`src/rtl/fpu_exception_responder.sv`:
```
// FPU exception responder: accepts one FP8 operation, classifies both operands,
// and either produces the IEEE special result (NaN, signed inf, signed zero) or
// hands the request to the arithmetic datapath (OUT_SPECIAL=0). It also keeps
// sticky NV/DZ flags and a saturating count of exceptions it has responded to.
// Response timing: accept at edge t, operands classified at edge t+1, and the
// response register loaded at edge t+2. The response is held until OUT_READY.
module fpu_exception_responder #(
   parameter int EXP_W = 4,
   parameter int MAN_W = 3,
   parameter int CNT_W = 8,
   localparam int W    = 1 + EXP_W + MAN_W
) (
   input  logic             CLK,
   input  logic             RST,
   input  logic             IN_VALID,
   output logic             IN_READY,
   input  logic [1:0]       FP_OPERATION,
   input  logic [W-1:0]     OP_A,
   input  logic [W-1:0]     OP_B,
   output logic             OUT_VALID,
   input  logic             OUT_READY,
   output logic             OUT_SPECIAL,
   output logic [W-1:0]     OUT_RESULT,
   output logic             OP_IS_EXCEPTION,
   output logic             FLAG_NV,
   output logic             FLAG_DZ,
   input  logic             FLAG_CLR,
   output logic [CNT_W-1:0] EXC_COUNT
);

   typedef enum logic [1:0] {IDLE, CLASSIFY, RESPOND}       state_t;
   typedef enum logic [1:0] {CLS_ZERO, CLS_INF, CLS_NAN, CLS_FIN} cls_t;
   typedef enum logic [1:0] {OP_ADD, OP_SUB, OP_MUL, OP_DIV}  fop_t;

   // Quiet NaN: sign 0, exponent all ones, mantissa MSB set.
   localparam logic [W-1:0] QNAN = {1'b0, {EXP_W{1'b1}}, 1'b1, {(MAN_W-1){1'b0}}};

   state_t           state, state_d;
   fop_t             op_q;
   logic [W-1:0]     a_q, b_q;
   cls_t             cls_a, cls_b;
   logic             accept, handshake;

   logic             dec_special, dec_nv, dec_dz;
   logic [W-1:0]     dec_result;
   logic             rsp_nv, rsp_dz;

   function automatic cls_t classify(input logic [W-1:0] x);
      logic [EXP_W-1:0] e;
      logic [MAN_W-1:0] m;
      e = x[W-2 -: EXP_W];
      m = x[MAN_W-1:0];
      if (e == '0 && m == '0)      return CLS_ZERO;
      else if (e == '1 && m == '0) return CLS_INF;
      else if (e == '1)            return CLS_NAN;
      else                         return CLS_FIN;   // includes subnormals
   endfunction

   function automatic logic [W-1:0] inf_of(input logic s);
      return {s, {EXP_W{1'b1}}, {MAN_W{1'b0}}};
   endfunction

   assign IN_READY        = (state == IDLE);
   assign accept          = IN_VALID & IN_READY;
   assign handshake       = OUT_VALID & OUT_READY;
   assign OP_IS_EXCEPTION = rsp_nv | rsp_dz;

   // State register.
   always_ff @(posedge CLK or posedge RST) begin
      if (RST) state <= IDLE;
      else     state <= state_d;
   end

   // Next-state: one cycle to classify, then wait in RESPOND for the handshake.
   always_comb begin
      state_d = state;
      case (state)
         IDLE:     if (IN_VALID) state_d = CLASSIFY;
         CLASSIFY: state_d = RESPOND;
         RESPOND:  if (handshake) state_d = IDLE;
         default:  state_d = IDLE;
      endcase
   end

   // Request capture; only taken in IDLE so a busy responder ignores IN_VALID.
   always_ff @(posedge CLK or posedge RST) begin
      if (RST) begin
         op_q <= OP_ADD;
         a_q  <= '0;
         b_q  <= '0;
      end else if (accept) begin
         op_q <= fop_t'(FP_OPERATION);
         a_q  <= OP_A;
         b_q  <= OP_B;
      end
   end

   // Operand classification register.
   always_ff @(posedge CLK or posedge RST) begin
      if (RST) begin
         cls_a <= CLS_ZERO;
         cls_b <= CLS_ZERO;
      end else if (state == CLASSIFY) begin
         cls_a <= classify(a_q);
         cls_b <= classify(b_q);
      end
   end

   // Special-case decision, first match wins. For sub the B sign is inverted
   // so add and sub share one rule set; mul/div use the product sign s.
   always_comb begin
      logic sa, sb, s;
      dec_special = 1'b0;
      dec_result  = '0;
      dec_nv      = 1'b0;
      dec_dz      = 1'b0;
      sa = a_q[W-1];
      sb = b_q[W-1] ^ (op_q == OP_SUB);
      s  = a_q[W-1] ^ b_q[W-1];
      if (cls_a == CLS_NAN || cls_b == CLS_NAN) begin
         dec_special = 1'b1;
         dec_result  = QNAN;
      end else begin
         case (op_q)
            OP_ADD, OP_SUB: begin
               if (cls_a == CLS_INF && cls_b == CLS_INF && sa != sb) begin
                  dec_special = 1'b1;
                  dec_result  = QNAN;
                  dec_nv      = 1'b1;
               end else if (cls_a == CLS_INF) begin
                  dec_special = 1'b1;
                  dec_result  = inf_of(sa);
               end else if (cls_b == CLS_INF) begin
                  dec_special = 1'b1;
                  dec_result  = inf_of(sb);
               end
            end
            OP_MUL: begin
               if ((cls_a == CLS_ZERO && cls_b == CLS_INF) ||
                   (cls_a == CLS_INF  && cls_b == CLS_ZERO)) begin
                  dec_special = 1'b1;
                  dec_result  = QNAN;
                  dec_nv      = 1'b1;
               end else if (cls_a == CLS_INF || cls_b == CLS_INF) begin
                  dec_special = 1'b1;
                  dec_result  = inf_of(s);
               end
            end
            default: begin // OP_DIV
               if ((cls_a == CLS_ZERO && cls_b == CLS_ZERO) ||
                   (cls_a == CLS_INF  && cls_b == CLS_INF)) begin
                  dec_special = 1'b1;
                  dec_result  = QNAN;
                  dec_nv      = 1'b1;
               end else if (cls_a == CLS_FIN && cls_b == CLS_ZERO) begin
                  dec_special = 1'b1;
                  dec_result  = inf_of(s);
                  dec_dz      = 1'b1;
               end else if (cls_a == CLS_INF) begin
                  dec_special = 1'b1;
                  dec_result  = inf_of(s);
               end else if (cls_a == CLS_FIN && cls_b == CLS_INF) begin
                  dec_special = 1'b1;
                  dec_result  = {s, {(W-1){1'b0}}};
               end
            end
         endcase
      end
   end

   // Response register: loaded on the first RESPOND cycle, held until taken.
   always_ff @(posedge CLK or posedge RST) begin
      if (RST) begin
         OUT_VALID   <= 1'b0;
         OUT_SPECIAL <= 1'b0;
         OUT_RESULT  <= '0;
         rsp_nv      <= 1'b0;
         rsp_dz      <= 1'b0;
      end else if (state == RESPOND && !OUT_VALID) begin
         OUT_VALID   <= 1'b1;
         OUT_SPECIAL <= dec_special;
         OUT_RESULT  <= dec_result;
         rsp_nv      <= dec_nv;
         rsp_dz      <= dec_dz;
      end else if (handshake) begin
         OUT_VALID   <= 1'b0;
         OUT_SPECIAL <= 1'b0;
         OUT_RESULT  <= '0;
         rsp_nv      <= 1'b0;
         rsp_dz      <= 1'b0;
      end
   end

   // Sticky flags: a setting handshake beats a same-cycle clear.
   always_ff @(posedge CLK or posedge RST) begin
      if (RST) begin
         FLAG_NV <= 1'b0;
         FLAG_DZ <= 1'b0;
      end else begin
         FLAG_NV <= (FLAG_NV & ~FLAG_CLR) | (handshake & rsp_nv);
         FLAG_DZ <= (FLAG_DZ & ~FLAG_CLR) | (handshake & rsp_dz);
      end
   end

   // Saturating exception counter, counted at the response handshake.
   always_ff @(posedge CLK or posedge RST) begin
      if (RST)
         EXC_COUNT <= '0;
      else if (handshake && OP_IS_EXCEPTION && EXC_COUNT != '1)
         EXC_COUNT <= EXC_COUNT + CNT_W'(1);
   end

endmodule

```
`config.mk`:
```
export PLATFORM = sky130hd
export DESIGN_NAME = fpu_exception_responder
export DESIGN_NICKNAME = d
export VERILOG_FILES = /design/src/rtl/fpu_exception_responder.sv
export SDC_FILE = /design/constraint.sdc
export NUM_CORES = 1
export LEC_CHECK = 0
export CORE_UTILIZATION = 46
export DETAILED_ROUTE_END_ITERATION = 8
export HOLD_SLACK_MARGIN = 0.08
export PLACE_DENSITY = 0.85
export SLEW_MARGIN = 40
export SYNTH_ARGS = -nofsm -noshare
export SYNTH_HDL_FRONTEND = slang
export SYNTH_SLANG_ARGS = --single-unit
```
`constraint.sdc`:
```
create_clock -name CLK -period 1.93 [get_ports CLK]
set_input_delay 0.386 -clock CLK [delete_from_list [all_inputs] [get_ports CLK]]
set_output_delay 0.386 -clock CLK [all_outputs]
set_load 0.02 [all_outputs]
```
==> impl_metrics.yaml, run 1 <==
die:
  die_x_microns: 67.10
  core.rowCount: 23
  die_y_microns: 67.10
  coreArea_sq_um: 4029
  die_area_sq_um: 4502
  initial_utilization_pct: 48.39
  pin_count: 45
sta:
  post-route-min-period_ns: 1.768
  finClkSkew_ns: 0.006231
  fin_crit_sh_pct: 91.59
  whs_ns: 0.4992
  finalHoldViolations: 0
  rsz0062_at_grt: "false"
  worst_pin_slew_ns: 0.5006
  finalSetupTns_ns: 0
  fmax_mhz: 565.7
  setup_viol: 0
  maxSlewViolCount: 0
  maxSlewHeadroom_pct: 66.63
  worst_slack_ns: 0.1622
synthesis:
  synthesis.area_sq_um: 1949
  synth_edf_count: 0
  ys_types: 40
  ys_dominant_reg_cell: "dfrtp_1"
  syn_area_per_cell_sq_um: 11.40
  ys_seq_elements: 41
  netlist_instances: 171
  yosysSeqAreaShare_pct: 52.63
  yosysWarnings: 0
  ys_async_sr_fraction_pct: 100.0
power:
  seq_power_share_pct: 42.4
  pwr-share-clk_pct: 16.7
  ir_worst_vdd_mv: 0.7197
  comb_power_share_pct: 41.0
  power_switching_mw: 1.307
  pwr_density_cell_nw_per_um2: 1458
  p_sw_share_pct: 35.77
  p_int_mw: 2.348
  p_leak_nw: 1.083
layout:
  area_growth_pct: 28.56
  finalNonFillerCells: 264
  drive_gt1_share_pct: 15.89
  fin_nets: 237
  fillCellCount: 330
  layout_commonest_cell: "dfrtp_1"
  layout_common_cells: "dfrtp_1, clkdlybuf4s50_1, mux2_2"
  diodes: 0
  post-route-util_pct: 62.21
routing:
  vias_per_cell: 5.167
  wire_per_inst_microns: 12.69
  vias: 1364
  route.detailed.drc: 0
  wirelength_mm: 3.350
  dr.pass1.iters: 4
  drtIter0Drc: 84
  ant_nets: 0
placed_design:
  place_congestion: 0.7838
  dp_hpwl_mm: 2.503
  io_buffers: 42
  pre_cts_ws_ns: 0.1636
  dp.cells: 256
status:
  outcome: "finished, final reports clean"
clock_tree:
  cts.path.max_buffers: 2
  cts.sinks: 41
  htreeDepth: 2
  cts_tree: "done"
  root_buffer: "clkbuf_8"
  cts_setup_buffers: 0
  clock_latency_ns: 0.29
  cts_buffers: 5
  clkTransAtPathRegs_ns: 0.08
grt:
  grt_pass1_wl_mm: 5.699
  grtUsageTotal_pct: 17.15
  grt_max_degree: 42
  gr-total-overflow: 0
  antenna_found_initial: 0
  grt_pass1_vias: 1281
critical_path:
  crit_path_max_incr_delay_ns: 0.65
  worstPathArrival_ns: 1.38
  path_class: "reg -> out"
  critPathSlowestCell: "clkdlybuf4s50_1"
  worstSetupEndpointType: "output port"
  worst-path-buf-inv: 1
  crit_path_start_kind: "flop"
  crit_required_ns: 1.54
  crit_path_cell_trace: "clkdlybuf4s50_1"
  cp_max_fo: 5
  critical_path.top_delay_family: "buffers and inverters"
flow_run:
  maxCapViolations: 0
min_path:
  hold_path.class: "reg -> reg"
-- power groups by stage --
stage	combinational, mW	clock (mW)	sequential, mW
final	1.50	0.609	1.55
after global placement	1.48	0	1.55
after global routing	1.65	0.665	1.61
after detailed placement	1.52	0	1.57
after floorplan	1.07	0	1.54
after CTS	1.52	0.628	1.55
-- area by class of cell --
type	instances	area (sq um)	share of cell area [%]
Timing Repair Buffer	45	456.7	18.22
Clock buffer	7	96.34	3.844
Tap cell	50	62.56	2.496
Clock inverter	1	5.005	0.1997
Inverter	7	26.28	1.048
Sequential cell	41	1026	40.94
Multi-Input combinational cell	113	833.3	33.25
-- sequential cells by signal, summed over array words and instances (netlist names) --
register,count
OUT_RESULT,3
EXC_COUNT,8
rsp_nv,1
cls_b,2
FLAG_NV,1
FLAG_DZ,1
rsp_dz,1
OUT_SPECIAL,1
a_q,8
op_q,2
OUT_VALID,1
cls_a,2
state,2
b_q,8
-- metal layers --
metal	vias to the layer above	part of all wire (%)	track usage (%)
li1	675	-	-
met1	639	46	21.10
met2	44	47	27.88
met3	6	5.5	5.993
met4	0	1.3	5.585
met5	-	0	0
-- Yosys cell counts (2+ instances only) --
master,instances,share of area [%]
dfrtp_1,41,53
mux2_2,18,10
nand2_1,15,2.9
o21ai_0,11,2.8
inv_1,7,1.3
nand4_1,7,2.2
xnor2_1,7,3.1
buf_4,6,2.3
nor2_1,5,0.96
xor2_1,5,2.2
mux2i_1,4,2.1
nand2b_1,4,1.3
nand3_1,4,1.0
buf_2,3,0.77
nor3_1,3,0.77
a21boi_0,2,0.77
a21oi_1,2,0.51
and2_1,2,0.64
and3_1,2,0.64
clkbuf_1,2,0.39
or4_1,2,0.77
-- logic make-up after synthesis --
logic type	share of synthesized area [%]
and+or+nand+nor	13.03
DFF	52.63
AOI/OAI and AO/OA	9.692
muxes	12.45
buffers and inverters	4.814
xor gates and xnor gates	6.547
adders and majority gates	0.6417
other	0.1924
-- per-stage QoR --
| step | instance area (sq um) | total power [mW] |
|---|---|---|
| floorplan | 1953 | 2.611 |
| detailed placement | 2404 | 3.088 |
| CTS | 2504 | 3.698 |
| global route | 2506 | 3.926 |
| finish | 2506 | 3.655 |
| global placement | 2404 | 3.025 |
-- repair_timing --
action,CTS,global route
gates resized for setup,1,1
endpoints found under the hold margin,0,0
hold buffers,0,0
setup endpoints to repair,1,1
-- worst paths after layout --
| check | start | end | cells past startpoint | slack, ns |
|---|---|---|---|---|
| setup / recovery | EXC_COUNT[5]$_DFFE_PP0P_ | EXC_COUNT[5] | 1 | 0.16 |
| min in group asynchronous | RST | EXC_COUNT[1]$_DFFE_PP0P_ | 3 | 0.51 |
| max in group asynchronous | RST | OUT_RESULT[2]$_DFFE_PP0P_ | 3 | 1.06 |
| hold reg to reg | OUT_RESULT[7]$_DFFE_PP0P_ | OUT_RESULT[7]$_DFFE_PP0P_ | 1 | 0.50 |
| hold / removal | OUT_RESULT[7]$_DFFE_PP0P_ | OUT_RESULT[7]$_DFFE_PP0P_ | 1 | 0.50 |
| setup reg to reg | cls_b[0]$_DFFE_PP0N_ | rsp_nv$_DFFE_PP0P_ | 4 | 0.33 |
-- worst register-to-register path, stage by stage, from the launching register on --
cell and delay [ns]:
dfrtp_1 0.46, xnor3_1 0.42, or3_1 0.35, o41a_2 0.16
o2bb2ai_2 0.14
Power figures use the tool's default switching activity.
==> inputs of run 2 (changes only) <==
==> constraint.sdc (replaced) <==
create_clock -name CLK -period 1.9 [get_ports CLK]
set_input_delay 0.38 -clock CLK [delete_from_list [all_inputs] [get_ports CLK]]
set_output_delay 0.38 -clock CLK [all_outputs]
set_load 0.02 [all_outputs]
==> impl_metrics.yaml, run 2 (same netlist as run 1, synthesis figures left out) <==
die:
  core.rowCount: 23
  die_x_microns: 67.10
  die_y_microns: 67.10
  initial_utilization_pct: 48.39
  pin_count: 45
  die_area_sq_um: 4502
  coreArea_sq_um: 4029
sta:
  fmax_mhz: 572.7
  maxSlewViolCount: 0
  rsz0062_at_grt: "false"
  finalSetupTns_ns: 0
  finalHoldViolations: 0
  finClkSkew_ns: 0.006548
  setup_viol: 0
  fin_crit_sh_pct: 91.90
  post-route-min-period_ns: 1.746
power:
  p_int_mw: 2.318
  pwr-share-clk_pct: 14.8
  p_sw_share_pct: 36.35
  pwr_density_cell_nw_per_um2: 1462
  power_switching_mw: 1.324
  comb_power_share_pct: 42.4
  ir_worst_vdd_mv: 0.8809
  p_leak_nw: 1.071
  seq_power_share_pct: 42.8
routing:
  vias: 1384
  drtIter0Drc: 89
  top_layer: "met4"
  route.detailed.drc: 0
  wirelength_mm: 3.394
  dr.pass1.iters: 4
  dr_wl_met3_microns: 178
  wl_met1_mm: 1.488
  wire_per_inst_microns: 12.81
  vias_per_cell: 5.223
  met2WireLength_mm: 1.673
  ant_nets: 0
grt:
  antenna_found_initial: 0
  grt_pass1_wl_mm: 5.927
  grt_max_degree: 42
  grt_pass1_vias: 1345
  grtUsageTotal_pct: 17.94
  gr-total-overflow: 0
clock_tree:
  cts.sinks: 41
  clock_latency_ns: 0.29
  clkTransAtPathRegs_ns: 0.08
  cts.path.max_buffers: 2
  root_buffer: "clkbuf_8"
  cts_tree: "done"
  htreeDepth: 2
  cts_buffers: 5
  ctsHoldBuffers: 0
layout:
  layout_common_cells: "dfrtp_1, clkdlybuf4s50_1, mux2_2"
  layout_commonest_cell: "dfrtp_1"
  reg_top3: "EXC_COUNT (8), a_q (8), b_q (8)"
  drive_gt1_share_pct: 15.81
  fin_area_sq_um: 2491
  diodes: 0
  finalNonFillerCells: 265
  fin_nets: 238
  area_growth_pct: 27.79
placed_design:
  place_congestion: 0.7912
  dp_hpwl_mm: 2.501
  dpl_cell_area_sq_um: 2411
  dp.cells: 257
  io_buffers: 42
critical_path:
  cp_max_fo: 6
  worstPathArrival_ns: 1.37
  crit_path_max_incr_delay_ns: 0.63
  worstSetupEndpointType: "output port"
  critPathSlowestCell: "clkdlybuf4s50_1"
  worst-path-buf-inv: 1
  crit_path_start_kind: "flop"
  crit_start: "EXC_COUNT[4]$_DFFE_PP0P_"
  critical_path.top_delay_family: "buffers and inverters"
  path_class: "reg -> out"
  crit_path_cell_trace: "clkdlybuf4s50_1"
  r2r_start: "cls_a[0]$_DFFE_PP0N_"
  crit_required_ns: 1.52
status:
  outcome: "finished, final reports clean"
min_path:
  hold_path.class: "reg -> reg"
  hold_start: "OUT_RESULT[7]$_DFFE_PP0P_"
flow_run:
  maxCapViolations: 0
run 2: changes by cell type in the layout (fill, tap and decap cells not counted), sizes merged:
| cell | before | now |
|---|---|---|
| dlymetal6s2s | 1 | 0 |
| clkinv | 1 | 2 |
| clkbuf | 7 | 6 |
| dlygate4sd2 | 1 | 2 |
| buf | 3 | 4 |
run 2: repair_timing:
action / 4_1_cts / 5_1_grt
gates resized for setup: 2 / 0
setup buffers: 0 / 0
endpoints found under the setup margin: 2 / 0
run 2: stage by stage:
step | power, mW | hold slack, ns | setup slack, ns | util [%]
final | 3.642 | 0.4986 | 0.1539 | 61.83
after global routing | 3.937 | 0.5331 | 0.08926 | 61.83
after CTS | 3.690 | 0.5057 | 0.1400 | 61.83
after detailed placement | 3.155 | 0.4884 | 0.1403 | 59.84
after global placement | 3.092 | 0.4764 | 0.2195 | 59.84
after floorplan | 2.652 | 0.4636 | 0.1407 | -
run 2: path summary, 6_finish.rpt:
kind                                        endpoint  slack [ns]  cells past startpoint
setup / recovery                        EXC_COUNT[4]        0.15                      1
hold / removal             OUT_RESULT[7]$_DFFE_PP0P_        0.50                      1
setup reg to reg                  rsp_nv$_DFFE_PP0P_        0.33                      4
hold reg to reg            OUT_RESULT[7]$_DFFE_PP0P_        0.50                      1
max in group asynchronous         b_q[3]$_DFFE_PP0P_        1.05                      3
min in group asynchronous   EXC_COUNT[2]$_DFFE_PP0P_        0.51                      3
run 2: area by class of cell:
class	instances	area, sq um
tap	50	62.56
sequential	41	1026
multi-input combinational	113	833.3
timing repair buffer	46	460.4
fill	343	1538
clock inverter	2	10.01
inverter	7	26.28
clock buffer	6	72.57
run 2: layer usage:
| layer | vias to the layer above | track usage, % |
|---|---|---|
| met5 | - | 0 |
| met4 | 0 | 7.979 |
| li1 | 681 | - |
| met2 | 42 | 30.00 |
| met3 | 5 | 4.966 |
| met1 | 656 | 21.36 |
run 2: power groups by stage:
| stage | clock, mW | sequential, mW | combinational [mW] |
|---|---|---|---|
| final | 0.539 | 1.56 | 1.54 |
| after floorplan | 0 | 1.57 | 1.09 |
| after global placement | 0 | 1.56 | 1.53 |
| after global routing | 0.599 | 1.63 | 1.71 |
| after detailed placement | 0 | 1.58 | 1.57 |
| after CTS | 0.559 | 1.56 | 1.57 |
==> inputs of run 3 (changes only) <==
--- a/config.mk
+++ b/config.mk
@@ -5,6 +5,7 @@
 export SDC_FILE = /design/constraint.sdc
 export NUM_CORES = 1
 export LEC_CHECK = 0
+export CAP_MARGIN = 10
 export CORE_UTILIZATION = 46
 export DETAILED_ROUTE_END_ITERATION = 8
 export HOLD_SLACK_MARGIN = 0.08
==> results of run 3 <==
Same layout as run 2: the final DEF is identical, and so are final timing and power.
